File: src/rtl/seq_pkg.sv
// Shared definitions for the sync-word detector and its downstream payload capture.
package seq_pkg;

  typedef enum logic [1:0] {
    IDLE    = 2'd0,
    CAPTURE = 2'd1,
    HOLD    = 2'd2
  } cap_state_e;

  localparam logic [11:0] SYNC_WORD = 12'b1110_1101_1011;

endpackage

File: src/rtl/sat_counter.sv
// Saturating up-counter with synchronous clear; sticks at all-ones.
module sat_counter #(
  parameter int unsigned W = 4
) (
  input  logic         i_clk,
  input  logic         i_rst_n,
  input  logic         i_inc,
  input  logic         i_clr,
  output logic [W-1:0] o_cnt
);

  logic [W-1:0] r_cnt;

  always_ff @(posedge i_clk or negedge i_rst_n) begin
    if (!i_rst_n) begin
      r_cnt <= '0;
    end else if (i_clr) begin
      r_cnt <= '0;
    end else if (i_inc && (r_cnt != '1)) begin
      r_cnt <= r_cnt + 1'b1;
    end
  end

  assign o_cnt = r_cnt;

endmodule

File: src/rtl/sync_payload_capture.sv
// Deserializes PAYLOAD_W bits after each detect pulse and offers them on valid/ready.
// Optional trailing even-parity bit: define SYNC_PAYLOAD_PARITY_EN.
module sync_payload_capture
  import seq_pkg::*;
#(
  parameter int unsigned PAYLOAD_W  = 8,
  parameter int unsigned DROP_CNT_W = 4
) (
  input  logic                  clk,
  input  logic                  reset_n,
  input  logic                  x_i,
  input  logic                  det_i,
  output logic [PAYLOAD_W-1:0]  payload_o,
  output logic                  valid_o,
  input  logic                  ready_i,
  output logic                  busy_o,
  output logic [DROP_CNT_W-1:0] drop_cnt_o,
  output logic                  parity_err_o
);

  localparam int unsigned CNT_W = $clog2(PAYLOAD_W + 2);
`ifdef SYNC_PAYLOAD_PARITY_EN
  localparam int unsigned TOT_BITS = PAYLOAD_W + 1;
`else
  localparam int unsigned TOT_BITS = PAYLOAD_W;
`endif

  cap_state_e           r_state, w_state_nxt;
  logic [PAYLOAD_W-1:0] r_shift;
  logic [CNT_W-1:0]     r_cnt, w_cnt_nxt;
  logic                 r_valid, r_busy;
  logic                 w_shift_en, w_drop_inc, w_last;

  assign w_last = (r_cnt == CNT_W'(TOT_BITS - 1));

  always_ff @(posedge clk or negedge reset_n) begin
    if (!reset_n) r_state <= IDLE;
    else          r_state <= w_state_nxt;
  end

  always_comb begin
    w_state_nxt = r_state;
    w_cnt_nxt   = r_cnt;
    w_shift_en  = 1'b0;
    w_drop_inc  = 1'b0;
    unique case (r_state)
      IDLE: begin
        if (det_i) begin
          w_shift_en  = 1'b1;
          w_cnt_nxt   = CNT_W'(1);
          w_state_nxt = CAPTURE;
        end
      end
      CAPTURE: begin
        // det_i deliberately ignored: sync patterns inside the payload are data.
        w_shift_en = 1'b1;
        w_cnt_nxt  = r_cnt + 1'b1;
        if (w_last) begin
          w_cnt_nxt   = '0;
          w_state_nxt = HOLD;
`ifdef SYNC_PAYLOAD_PARITY_EN
          w_shift_en  = 1'b0;
`endif
        end
      end
      HOLD: begin
        if (ready_i) begin
          if (det_i) begin
            w_shift_en  = 1'b1;
            w_cnt_nxt   = CNT_W'(1);
            w_state_nxt = CAPTURE;
          end else begin
            w_state_nxt = IDLE;
          end
        end else if (det_i) begin
          w_drop_inc = 1'b1;
        end
      end
      default: w_state_nxt = IDLE;
    endcase
  end

  always_ff @(posedge clk or negedge reset_n) begin
    if (!reset_n) begin
      r_shift <= '0;
      r_cnt   <= '0;
      r_valid <= 1'b0;
      r_busy  <= 1'b0;
    end else begin
      if (w_shift_en) r_shift <= {r_shift[PAYLOAD_W-2:0], x_i};
      r_cnt   <= w_cnt_nxt;
      r_valid <= (w_state_nxt == HOLD);
      r_busy  <= (w_state_nxt == CAPTURE);
    end
  end

`ifdef SYNC_PAYLOAD_PARITY_EN
  logic r_perr;

  // The trailing bit on x_i is the parity bit itself; it never enters r_shift.
  always_ff @(posedge clk or negedge reset_n) begin
    if (!reset_n)                          r_perr <= 1'b0;
    else if ((r_state == CAPTURE) && w_last) r_perr <= (^r_shift) ^ x_i;
  end

  assign parity_err_o = r_perr;
`else
  assign parity_err_o = 1'b0;
`endif

  sat_counter #(
    .W(DROP_CNT_W)
  ) u_drop_cnt (
    .i_clk  (clk),
    .i_rst_n(reset_n),
    .i_inc  (w_drop_inc),
    .i_clr  (1'b0),
    .o_cnt  (drop_cnt_o)
  );

  assign payload_o = r_shift;
  assign valid_o   = r_valid;
  assign busy_o    = r_busy;

endmodule

File: config.mk
export PLATFORM = sky130hd
export DESIGN_NAME = sync_payload_capture
export DESIGN_NICKNAME = d
export VERILOG_FILES = /design/src/rtl/seq_pkg.sv /design/src/rtl/sat_counter.sv /design/src/rtl/sync_payload_capture.sv
export SDC_FILE = /design/constraint.sdc
export NUM_CORES = 1
export LEC_CHECK = 0
export BUFFER_PORTS_ARGS = -buffer_cell sky130_fd_sc_hd__buf_2
export CORE_MARGIN = 5
export CORE_UTILIZATION = 35
export CTS_CLUSTER_SIZE = 14
export DETAILED_ROUTE_END_ITERATION = 6
export PLACE_DENSITY = 0.62
export SYNTH_ARGS = -nofsm -noshare
export SYNTH_HDL_FRONTEND = slang
export SYNTH_SLANG_ARGS = --single-unit
File: constraint.sdc
create_clock -name clk -period 3 [get_ports clk]
set_input_delay 0.6 -clock clk [delete_from_list [all_inputs] [get_ports clk]]
set_output_delay 0.6 -clock clk [all_outputs]
set_load 0.02 [all_outputs]
Yosys cells after proc, flatten, opt, wreduce, memory -nomap -nowiden
Cells that the tools add are included.
{"block": "totals", "reg_bits": 20, "input_bits": 5, "out_inout_bits": 15, "elab_cells": 33}
{"block": "classes", "add_sub_neg": 2, "n_eq_ne": 7, "muxes": 14, "n_reduce_logical": 4}
{"cell": "2-to-1 mux 4 bit", "n": 3}
{"cell": "one-hot mux 4 bit (3 select lines)", "n": 1}
{"cell": "adder 4 x 1 -> 4 bit, second input constant", "n": 2}
{"cell": "2-to-1 mux 2 bit", "n": 3}
{"cell": "one-hot mux 2 bit (3 select lines)", "n": 1}
{"cell": "2-to-1 mux 1 bit", "n": 5}
{"cell": "== test 2 x 1 -> 1 bit, second input constant", "n": 2}
{"cell": "== test 2 bit, second input constant", "n": 2}
{"cell": "== test 4 x 3 -> 1 bit, second input constant", "n": 1}
{"cell": "inequality test 4 bit, second input constant", "n": 1}
{"cell": "one-hot mux 1 bit (3 select lines)", "n": 1}
{"cell": "nonzero test 3 bit", "n": 1}
{"cell": "zero test 2 bit", "n": 1}
{"cell": "inequality test 2 bit, second input constant", "n": 1}
{"cell": "AND reduction 2 bit", "n": 1}
{"cell": "logical AND 1 bit", "n": 1}

Depth between registers and ports, before layout
Gate-level depths: netlist (run 1).
{"block": "logic_depth", "word_depth": 4, "depth_mapped": 4, "ltp_nobuf": 4}

By module
Synthesis (run 1) repeated with hierarchy kept, for this count alone.
{"block": "hier_totals", "cells_unflattened": 76, "area_unflattened_um2": 962.2}
{"mod": "sync_payload_capture", "n_inst": 1, "cells_per_inst": 56, "area_per_inst_um2": 733.2, "seq_area_each_um2": 400.4}
{"mod": "sat_counter", "n_inst": 1, "cells_per_inst": 20, "area_per_inst_um2": 229.0, "seq_area_each_um2": 100.1}

Least setup slack after synthesis (run 1)
Ideal clock, no wire load.
{"block": "synth_path", "path_kind": "input -> register", "startpoint": "input ready_i", "endpoint": "register u_drop_cnt.r_cnt[3], in the netlist u_drop_cnt.o_cnt[3]", "setup_ps": 125, "t_arrival_ps": 1343, "required_ps": 2875, "path_slack_ps": 1532, "cell_stages": 3, "path_buffers": 0, "path_cell_list": "and4bb_4 > nand4_1 > mux2_4"}
{"block": "synth_via", "elab_chain_cells": 3}
{"item": "start: declaration", "line_no": "sync_payload_capture.sv:15", "rtl": "input logic ready_i,"}
{"item": "2-to-1 mux 1 bit", "line_no": "sync_payload_capture.sv:67", "rtl": "if (ready_i) begin"}
{"item": "2-to-1 mux 1 bit", "line_no": "sync_payload_capture.sv:46", "rtl": "unique case (r_state)"}
{"item": "logical AND 1 bit", "line_no": "sat_counter.sv:19", "rtl": "end else if (i_inc && (r_cnt != '1)) begin"}
{"item": "end signal: assignment", "line_no": "sat_counter.sv:20", "rtl": "r_cnt <= r_cnt + 1'b1;"}
{"item": "end: declaration", "line_no": "sat_counter.sv:12", "rtl": "logic [W-1:0] r_cnt;"}
No other way between the ends.
A chain may end at the register's enable or synchronous reset.

Final worst setup path (run 1)
{"block": "layout_path", "startpoint": "register r_state[0]", "endpoint": "register r_shift[6], in the netlist payload_o[6]"}
{"block": "layout_via", "elab_chain_cells": 2, "elab_cells_between_ends": 4, "classes_between": "2 x eq/ne; 1 x mux; 1 x reduce/logical"}
{"item": "start: declaration", "line_no": "sync_payload_capture.sv:28", "rtl": "cap_state_e r_state, w_state_nxt;"}
{"item": "start signal: assignment", "line_no": "sync_payload_capture.sv:38", "rtl": "else r_state <= w_state_nxt;"}
{"item": "== test 2 bit (tied with other cells)", "line_no": "sync_payload_capture.sv:46"}
{"item": "one-hot mux 1 bit (3 select lines) *", "line_no": "sync_payload_capture.sv:46"}
{"item": "end signal: assignment", "line_no": "sync_payload_capture.sv:90", "rtl": "if (w_shift_en) r_shift <= {r_shift[PAYLOAD_W-2:0], x_i};"}
{"item": "end: declaration", "line_no": "sync_payload_capture.sv:29", "rtl": "logic [PAYLOAD_W-1:0] r_shift;"}
Mark *: on every way between the ends. The rest lies on a longest branch, timed or not.

==> metrics.md, run 1 <==
| Metric | Value |
|---|---|
| Clock tree buffer depth | 2 |
| Worst Setup Path Type | register to register |
| Initial antenna violation count | 0 |
| Pint | 0.6792 mW |
| Total wire length | roughly 1500 um |
| Clock slew at reported path FFs | 0.11 ns |
| Syn Nets | 77 |
| FP Rows | 18 |
| YS warnings | 0 |
| Ys async rst share | 100.0% |
| P&R area growth vs syn | 16.02% |
| Cells after synthesis | 70 |
| Final number of setup-violating endpoints | 0 |
| Synth Area in Adders | 2.762% |
| Antenna viol nets, final | 0 |
| Port bufs | 18 |
| HP Class | primary input to asynchronous set/reset pin |
| Unique masters post-synth | 26 |
| Clock latency on the worst-skew pair | 0.30 ns |
| Met3 Wirelength | about 69 um |
| Num CTS Buffers | 3 |
| Largest net degree at the start of global routing | 21 |
| H-tree depth | 1 |
| Number of synthesized register bits | 20 |
| Multiplexer share of the synthesized area | 15.33% |
| Clock skew | around 0.001 ns |
| Fin area | 0.001051 sq mm |
| # Max-Cap Violations | 0 |
| Fillers | 245 |
| Area of the multi-input gates | 379.1 sq um |
| P per Cell Area | 1043 mW/mm^2 |
| Crit-path max cell delay | 0.57 ns |
| First-pass GRT wire length | 2559 um |
| Slew margin rel. | 51.57% |
| Remaining Overflow, GRT | 0 |
| Leak pwr | 0.5178 nW |
| Clock period minus worst slack | 1.750 ns |
| Register share of total power | between 40% and 50% |
| Synth area leader | dfrtp_1 |
| Sw Pwr | 0.4165 mW |
| # Post-CTS Setup Buffers | 0 |
| DRT Pass-1 Iters | 2 |
| Starting density of the core | 36.57% |
| Prevailing post-synth register cell | dfrtp_1 |
| Post-Synth XOR/XNOR Area | 0.9669% |
| Crit path DAT | 1.94 ns |
| Met2 WL | approximately 740 um |
| Iter 0 DRT Violations | 3 |
| Layout Nets | 98 |
| DRC Markers | 0 |
| Peak Freq | around 570 MHz |
| DR vias | 592 |
| CP bufs+invs | 0 |
| Number of cells on the critical path | 3 |
| Combinational fraction of design power | 42.9% |
| Sequential area share after synthesis | between 50% and 60% |
| Critical path endpoint category | register |
| HPWL Detailed | between 1000 and 1500 um |
| RePlAce Congestion | 0.8019 |
| Post-CTS Hold Fix Bufs | 0 |
| Final TNS setup | 0 ns |
| WL/cell | 12.58 um |
| Peak fanout along the critical path | 12 |
| All-Layer GR Usage | around 9.6% |
| Post-synthesis compound-gate area fraction | 9.945% |
| Mean Syn Cell Area | 12.94 sq um |
| Sequential cell area | approximately 500 sq um |
| Vias in the first global route | 611 |
| IO Count | 20 |
| Top Layer Used | met4 |
| Mapped Area | 905.9 sq um |
| Top delay family on crit path | compound AO/OA/AOI/OAI gates |
| Dominant cells by area after synthesis | dfrtp_1, mux2_4, mux2_2 |
| Cell Chain, Critical Path | nand2b_1 > a21oi_2 > mux2_2 |
| CTS tree | built |
| Clk root buf | clkbuf_4 |
| RSZ-0062 raised after global routing | false |
| Sw Ratio | a little under two fifths |
| Status | finished clean |
| Yosys top cell area share | 55.25% |
| Die Wd | 60.88 um |
| Clock network power share | 14.2% |
| Fin. Hold Viols | 0 |
| FF-to-FF path depth | 3 |
| Commonest non-fill, non-tap cell in the layout | dfrtp_1 |
| Largest family of logic cells by synthesized area | multiplexers |
| Vias/cell | between 4 and 5 |
| Most frequent cells in the layout | dfrtp_1, buf_2, mux2_4, nand2_1, o21ai_0 |
| Synth Area in Simple Gates | 12.43% |
| Final worst-path cycle share | between 50% and 60% |
| Die area | roughly 0.0037 sq mm |
| Clock Sinks | 20 |
| Worst EP required | 3.19 ns |
| Slowest CP cell | a21oi_2 |
| Number of flops mapped to enable cells by yosys | 0 |
| Placed Area | ~0.001 sq mm |
| Met1 WL | a little under 700 um |
| Pins Over Slew Limit | 0 |
| CP startpoint kind | register |
| CORE AREA | 0.002477 sq mm |
| # resized after CTS | 0 |
| DIE HEIGHT | 60.88 um |
| Max VDD drop | 0.5955 mV |
| Number of diodes | 0 |
| Worst-margin pin slew | between 0.7 and 0.8 ns |
| Layout cells sized above 1 | 40.00% |
==> layout make-up <==
cell class                      instances  area share (%)
Sequential cell                        20           47.62
Inverter                                2          0.7143
Multi-Input combinational cell         46           36.07
Tap cell                               30           3.571
Timing Repair Buffer                   18           8.571
Clock buffer                            4           3.452
==> sequential cells by signal, summed over array words and instances (netlist names) <==
| signal | flops |
|---|---|
| payload_o | 8 |
| r_cnt | 4 |
| u_drop_cnt.o_cnt | 4 |
| r_state | 2 |
| busy_o | 1 |
| valid_o | 1 |
==> power by group through the flow <==
stage,combinational [mW],sequential (mW),clock (mW)
after floorplan,0.279,0.551,0
after global placement,0.471,0.469,0
after detailed placement,0.476,0.476,0
after CTS,0.478,0.470,0.161
after global routing,0.517,0.490,0.172
final,0.471,0.469,0.156
==> routing by layer <==
metal / up-vias / GRT usage [%]
li1: 289 / -
met1: 290 / 11.38
met3: 2 / 3.617
met2: 11 / 14.20
met5: - / 0
met4: 0 / 7.121
==> synthesized netlist by cell type (2+ instances only) <==
cell	number
a21oi_1	3
dfrtp_1	20
ha_1	2
inv_1	2
mux2_2	3
mux2_4	7
nand2_1	4
nand2b_1	3
nand3_1	3
nor2b_1	2
o21a_1	2
o21ai_0	4
o22ai_1	2
==> path summary, 6_finish.rpt <==
check	slack, ns	from	endpoint
worst max-delay path	1.25	r_state[0]	payload_o[6]
worst min-delay path	0.22	reset_n	busy_o
worst max register to register	1.25	r_state[0]	payload_o[6]
worst min register to register	0.53	payload_o[7]	payload_o[7]
max in group asynchronous	2.49	reset_n	payload_o[0]
min in group clk	0.53	payload_o[7]	payload_o[7]
==> per-stage QoR <==
step	power [mW]	utilization (%)	cells	setup WS [ns]	hold WS, ns
6_report	1.096	42.42	120	1.250	0.2197
4_1_cts	1.110	42.42	120	1.235	0.2305
5_1_grt	1.179	42.42	120	1.138	0.2322
2_1_floorplan	0.8297	-	70	1.532	0.3044
3_3_place_gp	0.9400	40.96	116	1.120	0.4992
3_5_place_dp	0.9520	40.96	116	1.118	0.5120
==> logic make-up (layout without fill, tap and decap cells) <==
kind of cell             Yosys count  after routing
AND/OR/NAND/NOR                   18             18
XOR/XNOR                           1              1
flip-flops                        20             20
multiplexers                      10             10
other                              1              1
AO/OA/AOI/OAI                     14             14
buffers and inverters              4             24
adder cells (fa/ha/maj)            2              2
Note: power is estimated with default switching activity, not from simulation.
==> run 2: changes to the inputs <==
==> constraint.sdc (replaced) <==
create_clock -name clk -period 1.7 [get_ports clk]
set_input_delay 0.34 -clock clk [delete_from_list [all_inputs] [get_ports clk]]
set_output_delay 0.34 -clock clk [all_outputs]
set_load 0.02 [all_outputs]
==> run 2 against run 1 <==
Effect of this change:
- clock skew increased by 0.00091 ns
- routed wire length shrank 5.8%
- non-clock buffer count grew 3
- worst setup slack got worse by 1.0 ns
- combinational power grew 83%
- critical path depth is 1 higher
- fmax is 20% higher
- critical path type unchanged
==> metrics.md, run 2 (synthesis results as in run 1) <==
| Metric | Value |
|---|---|
| DRT Pass-1 Iters | 3 |
| Port bufs | 18 |
| Fin. Hold Viols | 0 |
| Remaining Overflow, GRT | 0 |
| Final number of setup-violating endpoints | 0 |
| Crit-path max cell delay | 0.47 ns |
| WL/cell | 11.56 um |
| Layout cells sized above 1 | 40.86% |
| P&R area growth vs syn | 20.58% |
| HP Class | primary input to register |
| Largest net degree at the start of global routing | 21 |
| Die area | around 0.0037 sq mm |
| Critical path endpoint category | register |
| Peak fanout along the critical path | 11 |
| Peak Freq | a little under 700 MHz |
| Final TNS setup | 0 ns |
| Leak pwr | 0.5378 nW |
| CTS tree | built |
| CP startpoint kind | register |
| Worst EP required | 1.89 ns |
| Area of the multi-input gates | 379.1 sq um |
| Die Wd | between 60 and 70 um |
| Status | finished clean |
| All-Layer GR Usage | 8.820% |
| Max FFs per register | 8 |
| RSZ-0062 raised after global routing | false |
| Total wire length | 1422 um |
| FP Rows | 18 |
| Iter 0 DRT Violations | 12 |
| Layout Nets | 101 |
| Worst Setup Path Type | register to register |
| Clock skew | 0.001920 ns |
| # resized after CTS | 0 |
| Clk root buf | clkbuf_4 |
| Sequential cell area | 500.5 sq um |
| H-tree depth | 1 |
| CORE AREA | 0.002477 sq mm |
| Final core utilization | about 44% |
| Slowest CP cell | dfrtp_1 |
| DIE HEIGHT | 60.88 um |
| Clock slew at reported path FFs | 0.11 ns |
| Number of diodes | 0 |
| Clock tree buffer depth | 2 |
| Fin area | about 0.0011 sq mm |
| Max VDD drop | 1.184 mV |
| RePlAce Congestion | between 0.7 and 0.8 |
| Placed Area | 0.001030 sq mm |
| Most frequent cells in the layout | dfrtp_1, buf_2, mux2_4, nand2_1, o21ai_0 |
| DP Worst Slack | about 0.25 ns |
| Clock Sinks | 20 |
| Antenna viol nets, final | 0 |
| Clock latency on the worst-skew pair | roughly 0.3 ns |
| Clock period minus worst slack | approximately 1.5 ns |
| First-pass GRT wire length | 2380 um |
| Crit path DAT | roughly 1.7 ns |
| # Max-Cap Violations | 0 |
| Initial antenna violation count | 0 |
| Total chip power | roughly 2.1 mW |
| Final worst-path cycle share | 85.49% |
| DRC Markers | 0 |
| Vias/cell | about 4.8 |
| Vias in the first global route | 532 |
| Starting density of the core | 36.57% |
| Pins Over Slew Limit | 0 |
| DR vias | approximately 590 |
| Fillers | 242 |
| P per Cell Area | 1890 mW/mm^2 |
| Setup WS post-layout | 0.2466 ns |
| IO Count | 20 |
| Num CTS Buffers | 3 |
| HPWL Detailed | 1052 um |
| Commonest non-fill, non-tap cell in the layout | dfrtp_1 |
| Cell Chain, Critical Path | nand2b_1 > a21oi_2 > buf_4 > mux2_2 |
## run 2: cell types whose count changed in the layout (fill, tap and decap cells not counted)
cell           change
buf_4              +2
clkbuf_8           -1
dlygate4sd3_1      +1
bufinv_16          +1
## run 2: worst max-delay path: cells and delay by family, from the launching register on
family                 cells  cell delay, ns
DFF                        1            0.47
muxes                      1            0.35
AOI/OAI and AO/OA          1            0.13
and+or+nand+nor            1            0.19
buffers and inverters      1            0.21
## run 2: power breakdown
part,switching (mW),leakage (nW),internal [mW]
clock,0.141,0.0279,0.238
combinational,0.436,0.263,0.424
sequential,0.156,0.247,0.669
total,0.733,0.538,1.33
## run 2: final timing paths
kind,startpoint,endpoint,slack [ns],cells past startpoint
max reg2reg,r_state[0],payload_o[5],0.25,4
min reg2reg,payload_o[7],payload_o[7],0.52,1
max in group asynchronous,reset_n,payload_o[6],0.90,2
min,x_i,payload_o[0],0.27,2
min in group asynchronous,reset_n,r_state[1],0.50,2
max,r_state[0],payload_o[5],0.25,4
## run 2: layout make-up
cell class	count	share of cell area (%)
Clock buffer	3	2.062
Clock inverter	1	2.749
Sequential cell	20	45.82
Tap cell	30	3.436
Timing Repair Buffer	21	10.54
Multi-Input combinational cell	46	34.71
Inverter	2	0.6873
## run 2: routing by layer
layer,vias to the layer above,wire (um),track usage (%)
met4,0,16,2.786
li1,294,-,-
met3,2,83,4.468
met5,-,0,0
met1,282,690,11.70
met2,15,631,12.52
## run 2: repair_timing
item                                   CTS  global route
endpoints found under the hold margin   20             0
setup buffers                            0             0
hold buffers                             1             0
## run 2: per-stage QoR
| step | instances | hold WS (ns) |
|---|---|---|
| after global placement | 118 | 0.3104 |
| final | 123 | 0.2670 |
| after detailed placement | 118 | 0.3101 |
| after floorplan | 70 | 0.04441 |
| after CTS | 123 | 0.2515 |
| after global routing | 123 | 0.2359 |
==> run 3: changes to the inputs <==
--- a/config.mk
+++ b/config.mk
@@ -10,6 +10,7 @@
 export CORE_UTILIZATION = 35
 export CTS_CLUSTER_SIZE = 14
 export DETAILED_ROUTE_END_ITERATION = 6
+export GPL_TIMING_DRIVEN = 0
 export PLACE_DENSITY = 0.62
 export SYNTH_ARGS = -nofsm -noshare
 export SYNTH_HDL_FRONTEND = slang
==> run 3 against run 2 <==
Effect of this change:
- final cell count stayed put
- critical path depth stayed put
- global-route usage is 0.59 points higher
- via count is 0.51% lower
- critical path type unchanged
- largest power group unchanged
==> metrics.md, run 3 (synthesis results as in run 1) <==
| Metric | Value |
|---|---|
| All-Layer GR Usage | 9.411% |
| Most frequent cells in the layout | dfrtp_1, buf_2, mux2_4, nand2_1, o21ai_0 |
| DRC Markers | 0 |
| Worst r2r dst | payload_o[2] |
| Total wire length | roughly 1500 um |
| Pins Over Slew Limit | 0 |
| Commonest non-fill, non-tap cell in the layout | dfrtp_1 |
| Num CTS Buffers | 3 |
| WL/cell | 11.93 um |
| # Max-Cap Violations | 0 |
| Antenna viol nets, final | 0 |
| Peak Freq | 661.5 MHz |
| RePlAce Congestion | 0.7473 |
| Fin. Hold Viols | 0 |
| Starting density of the core | 36.57% |
| Largest net degree at the start of global routing | 21 |
| WHS Path Cells | 2 |
| Hold Crit Endpoint | payload_o[0] |
| Clock skew | 0.002958 ns |
| First-pass GRT wire length | 2518 um |
| IO Count | 20 |
| Clock tree buffer depth | 2 |
| Port bufs | 18 |
| Cells after DPL | 118 |
| HP Start | x_i |
| Fillers | 246 |
| H-tree depth | 1 |
| HPWL Detailed | 1059 um |
| Critical R2R Launch | r_state[0] |
| Status | finished clean |
| DR vias | 590 |
| Number of diodes | 0 |
| CTS tree | built |
| Iter 0 DRT Violations | 15 |
| Hold slack | about 0.26 ns |
| CORE AREA | 0.002477 sq mm |
| Die area | 0.003706 sq mm |
| Remaining Overflow, GRT | 0 |
| DIE HEIGHT | between 60 and 70 um |
| Clock Sinks | 20 |
| Peak fanout along the critical path | 10 |
| Clock period minus worst slack | between 1.5 and 2 ns |
| Crit path DAT | 1.71 ns |
| DP Worst Slack | approximately 0.2 ns |
| Vias in the first global route | 559 |
| Layout cells sized above 1 | roughly two fifths |
| Post-CTS Hold Fix Bufs | 1 |
| Final TNS setup | 0 ns |
| Worst Setup Path Type | register to register |
| Setup WS post-layout | 0.1882 ns |
| FF-to-FF path depth | 4 |
| Worst EP required | ~1.9 ns |
| Clock latency on the worst-skew pair | 0.30 ns |
| Critical path endpoint category | register |
| Final worst-path cycle share | 88.93% |
| Die Wd | between 60 and 70 um |
| # Post-CTS Setup Buffers | 0 |
| Leak pwr | 0.5404 nW |
| Clock slew at reported path FFs | 0.11 ns |
| Layout Nets | 101 |
| CP startpoint kind | register |
| Max FFs per register | 8 |
| Clk root buf | clkbuf_4 |
| P per Cell Area | 1888 mW/mm^2 |
| P&R area growth vs syn | 20.99% |
| # resized after CTS | 0 |
| FP Rows | 18 |
| RSZ-0062 raised after global routing | false |
| Vias/cell | 4.797 |
| DRT Pass-1 Iters | 6 |
| R2R Setup Slk | between 0.15 and 0.2 ns |
| HP Class | primary input to register |
| Non-Filler Instances | about 120 |
| Max VDD drop | 1.100 mV |
| Initial antenna violation count | 0 |
| CP startpoint | r_state[0] |
| Final number of setup-violating endpoints | 0 |
[run 3: cell counts in the layout (fill, tap and decap cells not counted)]
No cell type changed its count.
[run 3: metal layers]
layer  GRT usage [%]  wire, um
met1           12.04       660
met2           14.05       680
met3           2.128        93
met4           6.502        34
met5               0         0
[run 3: final cells by class]
class                           count  area (sq um)  area share, %
Buffer                              2         18.77          1.712
Clock buffer                        3         22.52          2.055
Clock inverter                      1         30.03          2.740
Inverter                            2         7.507         0.6849
Multi-Input combinational cell     46         379.1          34.59
Sequential cell                    20         500.5          45.66
Tap cell                           30         37.54          3.425
Timing Repair Buffer               19         100.1          9.132
[run 3: power breakdown]
group | total, mW | switching [mW] | internal (mW)
combinational | 0.864 | 0.443 | 0.421
clock | 0.382 | 0.144 | 0.238
sequential | 0.823 | 0.155 | 0.669
[run 3: critical path, cell delays in order (launching register included)]
cell      delay (ns)
dfrtp_1         0.48
nand2b_1        0.19
a21oi_2         0.23
buf_6           0.20
mux2_4          0.31
[run 3: metrics by stage]
| step | utilization, % | power [mW] | cell area [sq um] |
|---|---|---|---|
| 2_1_floorplan | - | 1.464 | 905.9 |
| 6_report | 44.24 | 2.070 | 1096 |
| 5_1_grt | 44.24 | 2.236 | 1096 |
| 3_5_place_dp | 41.72 | 1.705 | 1033 |
| 4_1_cts | 44.24 | 2.098 | 1096 |
| 3_3_place_gp | 41.72 | 1.677 | 1033 |
[run 3: how the worst max path moves through the flow]
stage	endpoint	cells past startpoint
after global routing	payload_o[2]	4
after floorplan	payload_o[0]	4
final	payload_o[2]	4
after detailed placement	payload_o[2]	4
after global placement	payload_o[2]	4
after CTS	payload_o[2]	4
